<file path="src/rtl/dmem_access_ctrl.sv">
// MEM-stage sequencer: turns load/store codes into a req/ack data-memory access and freezes the pipeline.
// Latency: 2 + ack-wait cycles; stall_o holds the pipeline until the access completes, errors or times out.
module dmem_access_ctrl #(
    parameter int unsigned TIMEOUT = 64
) (
    input  logic        clk,
    input  logic        rst,
    input  logic        MEM_valid_i,
    input  logic [2:0]  MEM_MemRead_i,
    input  logic [1:0]  MEM_MemWrite_i,
    input  logic [31:0] MEM_addr_i,
    input  logic [31:0] MEM_wdata_i,
    output logic        stall_o,
    output logic        done_o,
    output logic [31:0] rdata_o,
    output logic        misalign_o,
    output logic        buserr_o,
    output logic [31:0] fault_addr_o,
    output logic        dm_req_o,
    output logic        dm_we_o,
    output logic [31:0] dm_addr_o,
    output logic [3:0]  dm_be_o,
    output logic [31:0] dm_wdata_o,
    input  logic        dm_ack_i,
    input  logic [31:0] dm_rdata_i
);

    typedef enum logic [1:0] {IDLE, BUS, DONE, ERR} state_t;

    state_t      state;
    logic [7:0]  cnt;
    logic [2:0]  ld_code;
    logic [31:0] addr_q;

    logic        access;
    logic        is_store;
    logic        aligned;
    logic [1:0]  size;
    logic [3:0]  be_nxt;
    logic [31:0] wdata_nxt;
    logic [31:0] shifted;
    logic [31:0] load_ext;

    // Access decode; a store code wins over a simultaneous load code.
    always_comb begin
        access    = MEM_valid_i && (MEM_MemRead_i != 3'b000 || MEM_MemWrite_i != 2'b00);
        is_store  = MEM_MemWrite_i != 2'b00;
        size      = 2'd2;
        aligned   = 1'b1;
        be_nxt    = 4'b1111;
        wdata_nxt = 32'h0;
        if (is_store) begin
            case (MEM_MemWrite_i)
                2'b01:   size = 2'd2;
                2'b10:   size = 2'd1;
                default: size = 2'd0;
            endcase
        end else begin
            case (MEM_MemRead_i)
                3'b010, 3'b011: size = 2'd1;
                3'b100, 3'b101: size = 2'd0;
                default:        size = 2'd2;
            endcase
        end
        case (size)
            2'd2: begin
                aligned = MEM_addr_i[1:0] == 2'b00;
                be_nxt  = 4'b1111;
                if (is_store) wdata_nxt = MEM_wdata_i;
            end
            2'd1: begin
                aligned = !MEM_addr_i[0];
                be_nxt  = MEM_addr_i[1] ? 4'b1100 : 4'b0011;
                if (is_store) wdata_nxt = {2{MEM_wdata_i[15:0]}};
            end
            default: begin
                aligned = 1'b1;
                be_nxt  = 4'b0001 << MEM_addr_i[1:0];
                if (is_store) wdata_nxt = {4{MEM_wdata_i[7:0]}};
            end
        endcase
    end

    always_comb begin
        shifted  = dm_rdata_i >> {addr_q[1:0], 3'b000};
        load_ext = shifted;
        case (ld_code)
            3'b010:  load_ext = {{16{shifted[15]}}, shifted[15:0]};
            3'b011:  load_ext = {16'h0, shifted[15:0]};
            3'b100:  load_ext = {{24{shifted[7]}}, shifted[7:0]};
            3'b101:  load_ext = {24'h0, shifted[7:0]};
            default: load_ext = shifted;
        endcase
    end

    // The detect cycle must stall before the FSM has registered anything.
    assign stall_o   = !rst && ((state == IDLE && access) || state == BUS);
    assign dm_addr_o = {addr_q[31:2], 2'b00};

    always_ff @(posedge clk) begin
        if (rst) begin
            state        <= IDLE;
            cnt          <= 8'h0;
            ld_code      <= 3'b000;
            addr_q       <= 32'h0;
            done_o       <= 1'b0;
            rdata_o      <= 32'h0;
            misalign_o   <= 1'b0;
            buserr_o     <= 1'b0;
            fault_addr_o <= 32'h0;
            dm_req_o     <= 1'b0;
            dm_we_o      <= 1'b0;
            dm_be_o      <= 4'b0000;
            dm_wdata_o   <= 32'h0;
        end else begin
            done_o     <= 1'b0;
            misalign_o <= 1'b0;
            buserr_o   <= 1'b0;
            case (state)
                IDLE: begin
                    if (access) begin
                        if (aligned) begin
                            state      <= BUS;
                            cnt        <= 8'h0;
                            dm_req_o   <= 1'b1;
                            dm_we_o    <= is_store;
                            addr_q     <= MEM_addr_i;
                            dm_be_o    <= be_nxt;
                            dm_wdata_o <= wdata_nxt;
                            ld_code    <= is_store ? 3'b000 : MEM_MemRead_i;
                        end else begin
                            state        <= ERR;
                            misalign_o   <= 1'b1;
                            fault_addr_o <= MEM_addr_i;
                        end
                    end
                end
                BUS: begin
                    if (dm_ack_i) begin
                        if (ld_code != 3'b000) rdata_o <= load_ext;
                        cnt      <= 8'h0;
                        dm_req_o <= 1'b0;
                        done_o   <= 1'b1;
                        state    <= DONE;
                    end else if (cnt == 8'(TIMEOUT - 1)) begin
                        // This is the TIMEOUT-th unanswered request cycle.
                        cnt          <= 8'h0;
                        dm_req_o     <= 1'b0;
                        buserr_o     <= 1'b1;
                        fault_addr_o <= addr_q;
                        state        <= ERR;
                    end else begin
                        cnt <= cnt + 8'h1;
                    end
                end
                DONE:    state <= IDLE;
                ERR:     state <= IDLE;
                default: state <= IDLE;
            endcase
        end
    end

endmodule

</file>
<file path="config.mk">
export PLATFORM = sky130hd
export DESIGN_NAME = dmem_access_ctrl
export DESIGN_NICKNAME = d
export VERILOG_FILES = /design/src/rtl/dmem_access_ctrl.sv
export SDC_FILE = /design/constraint.sdc
export NUM_CORES = 1
export LEC_CHECK = 0
export CAP_MARGIN = 20
export CELL_PAD_IN_SITES_DETAIL_PLACEMENT = 1
export CELL_PAD_IN_SITES_GLOBAL_PLACEMENT = 1
export CORE_UTILIZATION = 34
export DETAILED_ROUTE_END_ITERATION = 12
export PLACE_DENSITY_LB_ADDON = 0.05
export SETUP_SLACK_MARGIN = 0.2
export SYNTH_ARGS = -nofsm -noshare
export SYNTH_HDL_FRONTEND = slang
export SYNTH_SLANG_ARGS = --single-unit
</file>
<file path="constraint.sdc">
create_clock -name clk -period 3.24 [get_ports clk]
set_clock_uncertainty 0.1 [all_clocks]
set_input_delay 0.486 -clock clk [delete_from_list [all_inputs] [get_ports clk]]
set_output_delay 0.486 -clock clk [all_outputs]
set_load 0.02 [all_outputs]
</file>
==> results.sh <==
export IMPL_power_w=0.00533
export IMPL_arrival_ps=3000
export IMPL_num_vias=7396
export IMPL_core_mm2=0.0218
export IMPL_grt_use_total_pct=23.1
export IMPL_layout_drive_gt1_share_pct=10.8
export IMPL_powerDensity_mw_per_mm2=500
export IMPL_end_kind="flip-flop"
export IMPL_area_delta_synth_final_pct=41.7
export IMPL_startpoint_type="primary input"
export IMPL_grt_pass1_wl_um=40700
export IMPL_post_place_ws_ps=-44.2
export IMPL_cts_tree="yes"
export IMPL_clk_path_buf_depth=2
export IMPL_synth_area_mm2=0.00751
export IMPL_setup_ws_ps=400
export IMPL_synth_simple_gate_area_share_pct=18.8
export IMPL_cpMaxStageDelayCell="nor2_1"
export IMPL_place_inst=1355
export IMPL_dp_hpwl_um=17600
export IMPL_numCtsBuffers=17
export IMPL_fin_area_mm2=0.0106
export IMPL_overflow=0
export IMPL_n_antenna_cell=0
export IMPL_initial_core_util_pct=34.5
export IMPL_drt_pass1_iterations=4
export IMPL_period_minus_slack_ps=2840
export IMPL_fp_dieArea_mm2=0.0227
export IMPL_cts_root_buf="clkbuf_16"
export IMPL_instances_no_fill=1387
export IMPL_cp_top_family="simple AND/OR/NAND/NOR gates"
export IMPL_maxCapViolations=0
export IMPL_slew_viol_final=0
export IMPL_wirelength_um=26200
export IMPL_yosys_warnings=0
export IMPL_path_cells="clkdlybuf4s50_1 -> inv_1 -> ha_1 -> nor2_1 -> nor2_1 -> ha_1 -> nor3b_1 -> buf_4 -> o31ai_4 -> nor2_1 -> a311oi_1"
export IMPL_crit_top_cell="nor2_1"
export IMPL_synth_compound_area_share_pct=23.5
export IMPL_peakVddDrop_mv=0.337
export IMPL_rows=54
export IMPL_finalNetCount=1203
export IMPL_drc=0
export IMPL_grt_pass1_vias=7515
export IMPL_rrSetupSlack_ps=860
export IMPL_synthMuxAreaShare_pct=8.44
export IMPL_ios=243
export IMPL_synth_xor_area_share_pct=0.117
export IMPL_timing_hold_ws_ps=358
export IMPL_ant_nets=0
export IMPL_synth_top_family_by_area="compound AO/OA/AOI/OAI gates"
export IMPL_fmax_ghz=0.352
export IMPL_crit_buf_inv=3
export IMPL_synth_avg_cell_area_um2=8.24
export IMPL_cp_max_fo=11
export IMPL_port_buffers=240
export IMPL_place_area_mm2=0.0100
export IMPL_grt_start_max_net_pins=184
export IMPL_clk_pin_slew_worst_paths_ps=70
export IMPL_synthAdderAreaFrac_pct=0.666
export IMPL_cts_hold_buf=0
export IMPL_worst_slew_pin_slew_ps=946
export IMPL_clk_latency_ps=420
export IMPL_status="finished, final reports clean"
export IMPL_wl_per_cell_um=18.9
export IMPL_rsz0062_at_grt="no"
export IMPL_fillerInstances=2569
export IMPL_cts_sinks=150
export IMPL_slowest_delay_ps=650
export IMPL_ys_seq_area_share_pct=40.0
export IMPL_max_slew_margin_pct=36.9
export IMPL_first_iter_violations=305
export IMPL_hold_violations=0
export IMPL_die_h_um=151
export IMPL_htree_levels=4
export IMPL_via_per_inst=5.33
export IMPL_postCtsSetupBuffers=0
export IMPL_synth_cell_type_count=53
export IMPL_final_setup_viol_count=0
export IMPL_p_leak_nw=3.77
export IMPL_final_cell_mix="clkdlybuf4s50_1, dfxtp_1, nand2_1, a21oi_1, o21ai_0"
export IMPL_fin_crit_sh_pct=87.7
export IMPL_antenna_found_initial=0
export IMPL_layout_commonest_cell="clkdlybuf4s50_1"
export IMPL_ys_seq_elements=150
export IMPL_hp_class="flip-flop to flip-flop"
export IMPL_gp_congestion=0.748
export IMPL_syn_instance_count=912
export IMPL_path_class="primary input to flip-flop"
export IMPL_critPathRequiredTime_ps=3400
export IMPL_dieWidth_um=151
## area by class of cell
cell class | instances | area [um^2] | area share (%)
sequential | 150 | 3000 | 28.2
inverter | 4 | 15.0 | 0.141
tap | 280 | 350 | 3.29
multi-input combinational | 643 | 3910 | 36.7
clock inverter | 12 | 140 | 1.32
clock buffer | 20 | 467 | 4.38
timing repair buffer | 278 | 2760 | 25.9
## worst register-to-register path, cell delays in order, from the launching register on
cell and delay [ps]:
dfxtp_1 480, nor2b_4 460, o311ai_2 410, nor2_1 610
a211oi_1 170
## layer usage
metal | share of wire (%) | routed length (um) | GRT usage, % | vias up
met1 | 47 | 12300 | 30.5 | 3600
li1 | - | - | - | 3598
met3 | 5.5 | 1440 | 5.09 | 16
met5 | 0 | 0 | 0 | -
met2 | 47 | 12200 | 38.1 | 182
met4 | 0.81 | 211 | 5.20 | 0
## flip-flops by register name, indices dropped and copies added (netlist names), 2 cells and up
register,count
rdata_o,32
fault_addr_o,32
dm_wdata_o,32
dm_be_o,4
addr_q,32
cnt,8
state,2
ld_code,3
## stage by stage
stage / util (%) / setup TNS (ps)
4_1_cts: 48.9 / 0
6_report: 48.9 / 0
5_1_grt: 48.9 / 0
3_3_place_gp: 46.2 / 0
2_1_floorplan: - / 0
3_5_place_dp: 46.2 / -182
## Yosys cell counts, drive strengths merged
cell type,instances,share of area (%)
o31ai,3,0.37
mux2,41,6.1
o2bb2ai,8,0.93
o41ai,1,0.22
clkbuf,55,2.8
o311a,1,0.13
nand4,19,1.6
nand2b,5,0.42
a31oi,2,0.37
inv,4,0.20
ha,4,0.67
o21ai,62,4.1
o211ai,16,1.6
a41oi,2,0.23
nor2,43,2.1
nor2b,37,3.1
nand4b,1,0.12
and4bb,1,0.17
nor3b,3,0.60
or2,2,0.17
a21oi,121,8.1
buf,61,5.5
o41a,2,0.43
nand2,125,6.2
a22o,8,0.93
mux2i,15,2.0
a311oi,13,1.7
nor4,4,0.33
dfxtp,150,40
a211o,1,0.12
nor3,23,1.6
a211oi,28,2.8
nand3,35,2.3
o311ai,3,0.45
o31a,1,0.12
conb,1,0.050
mux4,1,0.30
xor2,1,0.12
o21bai,1,0.10
a22oi,8,0.80
## power breakdown
part           switching (W)  total, W  internal [W]
combinational       0.000692   0.00125      0.000559
sequential         0.0000758   0.00202       0.00195
clock               0.000844   0.00205       0.00121
total                0.00161   0.00533       0.00372
## kinds of logic (layout without fill, tap and decap cells)
kind of cell,count (synthesis),count (layout)
flops,150,150
xor+xnor,1,1
buf+inv,120,314
other cells,1,2
mux,57,57
simple gates,298,298
fa+ha+maj,4,4
compound gates,281,281
## final timing paths
check | from | to | depth (start not counted)
setup / recovery | MEM_MemRead_i[2] | dm_wdata_o[10]$_SDFFE_PP0P_ | 11
hold / removal | rdata_o[1]$_SDFFE_PP0P_ | rdata_o[1]$_SDFFE_PP0P_ | 2
setup reg to reg | state[0]$_SDFFE_PP0P_ | rdata_o[14]$_SDFFE_PP0P_ | 4
hold reg to reg | rdata_o[1]$_SDFFE_PP0P_ | rdata_o[1]$_SDFFE_PP0P_ | 2
## repair_timing
action / in CTS / in global routing
endpoints found under the hold margin: 0 / 0
setup endpoints to repair: 1 / 0
gates resized for setup: 1 / 0
(Power assumes the default switching activity.)
==> RTL edit 1, RTL diff (same settings) <==
`TIMEOUT`: 64 -> 32.
--- a/src/rtl/dmem_access_ctrl.sv
+++ b/src/rtl/dmem_access_ctrl.sv
@@ -1,7 +1,7 @@
 // MEM-stage sequencer: turns load/store codes into a req/ack data-memory access and freezes the pipeline.
 // Latency: 2 + ack-wait cycles; stall_o holds the pipeline until the access completes, errors or times out.
 module dmem_access_ctrl #(
-    parameter int unsigned TIMEOUT = 64
+    parameter int unsigned TIMEOUT = 32
 ) (
     input  logic        clk,
     input  logic        rst,
Behaviour: same outputs for any inputs over 4 cycles, from zero or initial values and one cycle with rst high; that may be too few to reach the edited logic, so the function may still have changed.
==> RTL edit 1 against the original RTL <==
- setup slack improved by 0.0041 ns
- sequential power about the same
- die area increased by 1.1%
- wire length increased by 0.45%
- maximum frequency increased by 0.14%
- cell count increased by 1.0%
- synthesized area increased by 1.1%
- total power increased by 1.7%
- via count increased by 2.3%
- sequential cell count unchanged
- design area increased by 0.43%
==> RTL edit 1: results (changes against the original RTL) <==
metric,value,unit,change
commonest cells in the netlist,"150 x dfxtp_1, 121 x a21oi_1, 120 x nand2_1, 57 x clkbuf_1, 57 x o21ai_0",,
crit path DAT,3.05,ns,+0.05 ns
gr usage total,23.0,%,about the same
final wirelength,26.3,mm,+0.45%
mux share of post-synthesis cell area,8.34,%,-0.11 points
# fillers,2623,,+2.1%
worst reg-to-reg path cell count,6,,+2
post-synthesis average cell area,8.19,sq um,-0.57%
pre-CTS setup slack,-0.0561,ns,-0.0119 ns
Worst-Margin Slew,0.932,ns,-0.0141 ns
"slowest stage delay, CP",0.50,ns,-0.15 ns
HPWL after DPL,18.2,mm,+3.1%
compound-gate portion of the synthesized area,23.4,%,-0.083 points
gpl congestion,0.830,,+11%
post-synthesis xor/xnor area fraction,0.115,%,-0.0012 points
global-route wire length before repair,41.0,mm,+0.76%
FF-to-FF setup slack,0.94,ns,+0.08 ns
Hold WC Path Type,input port to flop,,
Hold Path End,done_o,,
post-synth cell types,63,,+19%
Worst Path Max Fanout,9,,-2
CP top delay family,buffers and inverters,,
Critical-path top delay cell,clkdlybuf4s50_1,,
largest net degree at the start of global routing,89,,-52%
Cell Count Post-Placement,1369,,+1.0%
Starting DRT DRC Count,227,,-26%
Psw,1.68,mW,+4.1%
Vias per Instance,5.40,,+1.3%
H-tree lvl count,4,,unchanged
"top cells by area, synth","dfxtp_1 40%, a21oi_1 8.0%, nand2_1 5.9%",,
outcome,"complete, no violations",,
layout cell share with drive strength beyond 1,11.2,%,+0.40 points
Final #Nets,1217,,+1.2%
peak supply drop,0.360,mV,+6.8%
seq pwr,2.02,mW,about the same
Min-Delay Startpoint,rst,,
Root Buffer,clkbuf_16,,
Leak,3.83,nW,+1.4%
worst reg2reg endpoint,dm_wdata_o[9],,
Hold Slack,0.272,ns,-0.0865 ns
DP Area,10100,sq um,+0.31%
Vias,7569,,+2.3%
post-synthesis sequential area ratio,39.5,%,-0.42 points
CTS buffer count,17,,unchanged
"Top FF cell, synth",dfxtp_1,,
-- RTL edit 1: how the worst max path moves through the flow --
stage | endpoint | slack, ns | cells after the start
floorplan | fault_addr_o[21] | 0.56 | 11
global placement | dm_wdata_o[11] | 0.04 | 11
detailed placement | dm_wdata_o[9] | -0.06 | 11
CTS | stall_o | 0.20 | 5
global route | dm_wdata_o[9] | 0.23 | 12
finish | fault_addr_o[4] | 0.40 | 12
-- RTL edit 1: routing by layer --
metal | part of all wire, % | global-route usage, %
met5 | 0 | 0
met4 | 1.5 | 6.80
met3 | 6.6 | 5.48
met2 | 49 | 39.3
met1 | 43 | 28.5
-- RTL edit 1: final cells by class --
| cell class | count | area share (%) |
|---|---|---|
| clock buffer | 18 | 4.01 |
| clock inverter | 14 | 1.74 |
| inverter | 6 | 0.211 |
| multi-input combinational | 655 | 37.2 |
| sequential | 150 | 28.1 |
| tap | 280 | 3.28 |
| timing repair buffer | 278 | 25.5 |
==> RTL edit 2, RTL diff (config.mk and constraints unchanged) <==
Made on the original files. The 4 states of `state_t` get a one-hot encoding in 4 bits.
--- a/src/rtl/dmem_access_ctrl.sv
+++ b/src/rtl/dmem_access_ctrl.sv
@@ -25,7 +25,7 @@
     input  logic [31:0] dm_rdata_i
 );
 
-    typedef enum logic [1:0] {IDLE, BUS, DONE, ERR} state_t;
+    typedef enum logic [3:0] {IDLE = 4'b0001, BUS = 4'b0010, DONE = 4'b0100, ERR = 4'b1000} state_t;
 
     state_t      state;
     logic [7:0]  cnt;
Behaviour: same outputs for any inputs over 4 cycles, from zero or initial values and one cycle with rst high; so few cycles prove little.
==> RTL edit 2 against the original RTL <==
- first-iteration DRC count fell by 6.2%
- cell count decreased by 4.3%
- total power is 1.7% lower
- sequential share of layout area up 2.4 points
- combinational power shrank 9.6%
- critical path type is now input port to primary output
- sequential cell count increased by 2
- synthesized area is 8.1% lower
- via count down 8.7%
- setup slack got worse by 0.084 ns
- wire length fell by 12%
- design area is 6.5% lower
==> RTL edit 2: results (changes against the original RTL) <==
metric,value,unit,change
outcome,"complete, no violations",,
gpl congestion,0.789,,+5.6%
Hold WC Path Type,input port to flop,,
Vias per Instance,5.09,,-4.6%
FF-to-FF setup slack,0.79,ns,-0.07 ns
Worst Path Max Fanout,5,,-6
Min-Delay Startpoint,rst,,
Final #Nets,1158,,-3.7%
vias in the first global route,6699,,-11%
post-synthesis xor/xnor area fraction,0.254,%,+0.14 points
met2 Resource Use GR,36.1,%,-2.0 points
worst reg-to-reg path cell count,5,,+1
peak supply drop,0.354,mV,+4.9%
final instance area,9960,sq um,-6.5%
worst reg2reg endpoint,cnt[3],,
"slowest stage delay, CP",0.58,ns,-0.07 ns
CP top delay family,buffers and inverters,,
compound-gate portion of the synthesized area,19.9,%,-3.7 points
M3 GR Usage,6.19,%,+1.1 points
largest net degree at the start of global routing,154,,-16%
Synth Area in Adders,0.725,%,+0.059 points
post-synth cell types,52,,-1.9%
Worst slew margin,39.5,%,+2.6 points
post-synthesis sequential area ratio,44.1,%,+4.1 points
crit path DAT,2.34,ns,-0.66 ns
Critical-path top delay cell,or4_1,,
mux share of post-synthesis cell area,3.91,%,-4.5 points
layout cell share with drive strength beyond 1,7.25,%,-3.6 points
RTL edit 2: worst max-delay path by stage:
stage,slack (ns),cells after the start,to,startpoint
CTS,0.32,6,stall_o,MEM_MemWrite_i[0]
global placement,-0.11,11,dm_wdata_o[13],MEM_MemRead_i[2]
global route,0.21,6,stall_o,MEM_MemWrite_i[0]
detailed placement,-0.11,11,dm_wdata_o[14],MEM_MemRead_i[2]
floorplan,0.80,11,dm_wdata_o[11],MEM_MemRead_i[2]
finish,0.32,6,stall_o,MEM_MemWrite_i[0]
RTL edit 2: repair_timing:
item | in CTS | in global routing
hold endpoints to repair | 0 | 0
resized for setup | 1 | 1
hold buffers | 0 | 0
setup endpoints to repair | 1 | 9
pin swaps | 0 | 0
RTL edit 2: cell type report:
| class | count | share of cell area (%) |
|---|---|---|
| timing repair buffer | 262 | 26.4 |
| clock inverter | 14 | 1.63 |
| tap | 265 | 3.33 |
| clock buffer | 18 | 4.41 |
| multi-input combinational | 607 | 33.3 |
| inverter | 9 | 0.339 |
| sequential | 152 | 30.6 |
RTL edit 2: power by group:
group | internal [mW] | switching (mW) | leakage [nW]
logic | 0.514 | 0.613 | 1.98
registers | 1.99 | 0.0800 | 1.24
clock network | 1.17 | 0.865 | 0.282
total | 3.68 | 1.56 | 3.50
RTL edit 2: cell families (layout without fill, tap and decap cells):
group,after synthesis,in the layout
simple gates,378,378
compound gates,195,195
flops,152,152
buf+inv,107,303
mux,26,26
fa+ha+maj,4,4
xor+xnor,2,2
other cells,1,2
RTL edit 2: metrics by stage:
stage / std cells / hold WS (ns)
2_1_floorplan: 866 / 0.345
3_3_place_gp: 1295 / 0.340
3_5_place_dp: 1295 / 0.350
4_1_cts: 1327 / 0.186
5_1_grt: 1327 / 0.196
6_report: 1327 / 0.199
RTL edit 2: metal layers:
layer,share of wire [%],vias up
met3,6.1,28
met4,1.4,0
li1,-,3344
met5,0,-
met1,46,3198
met2,46,182
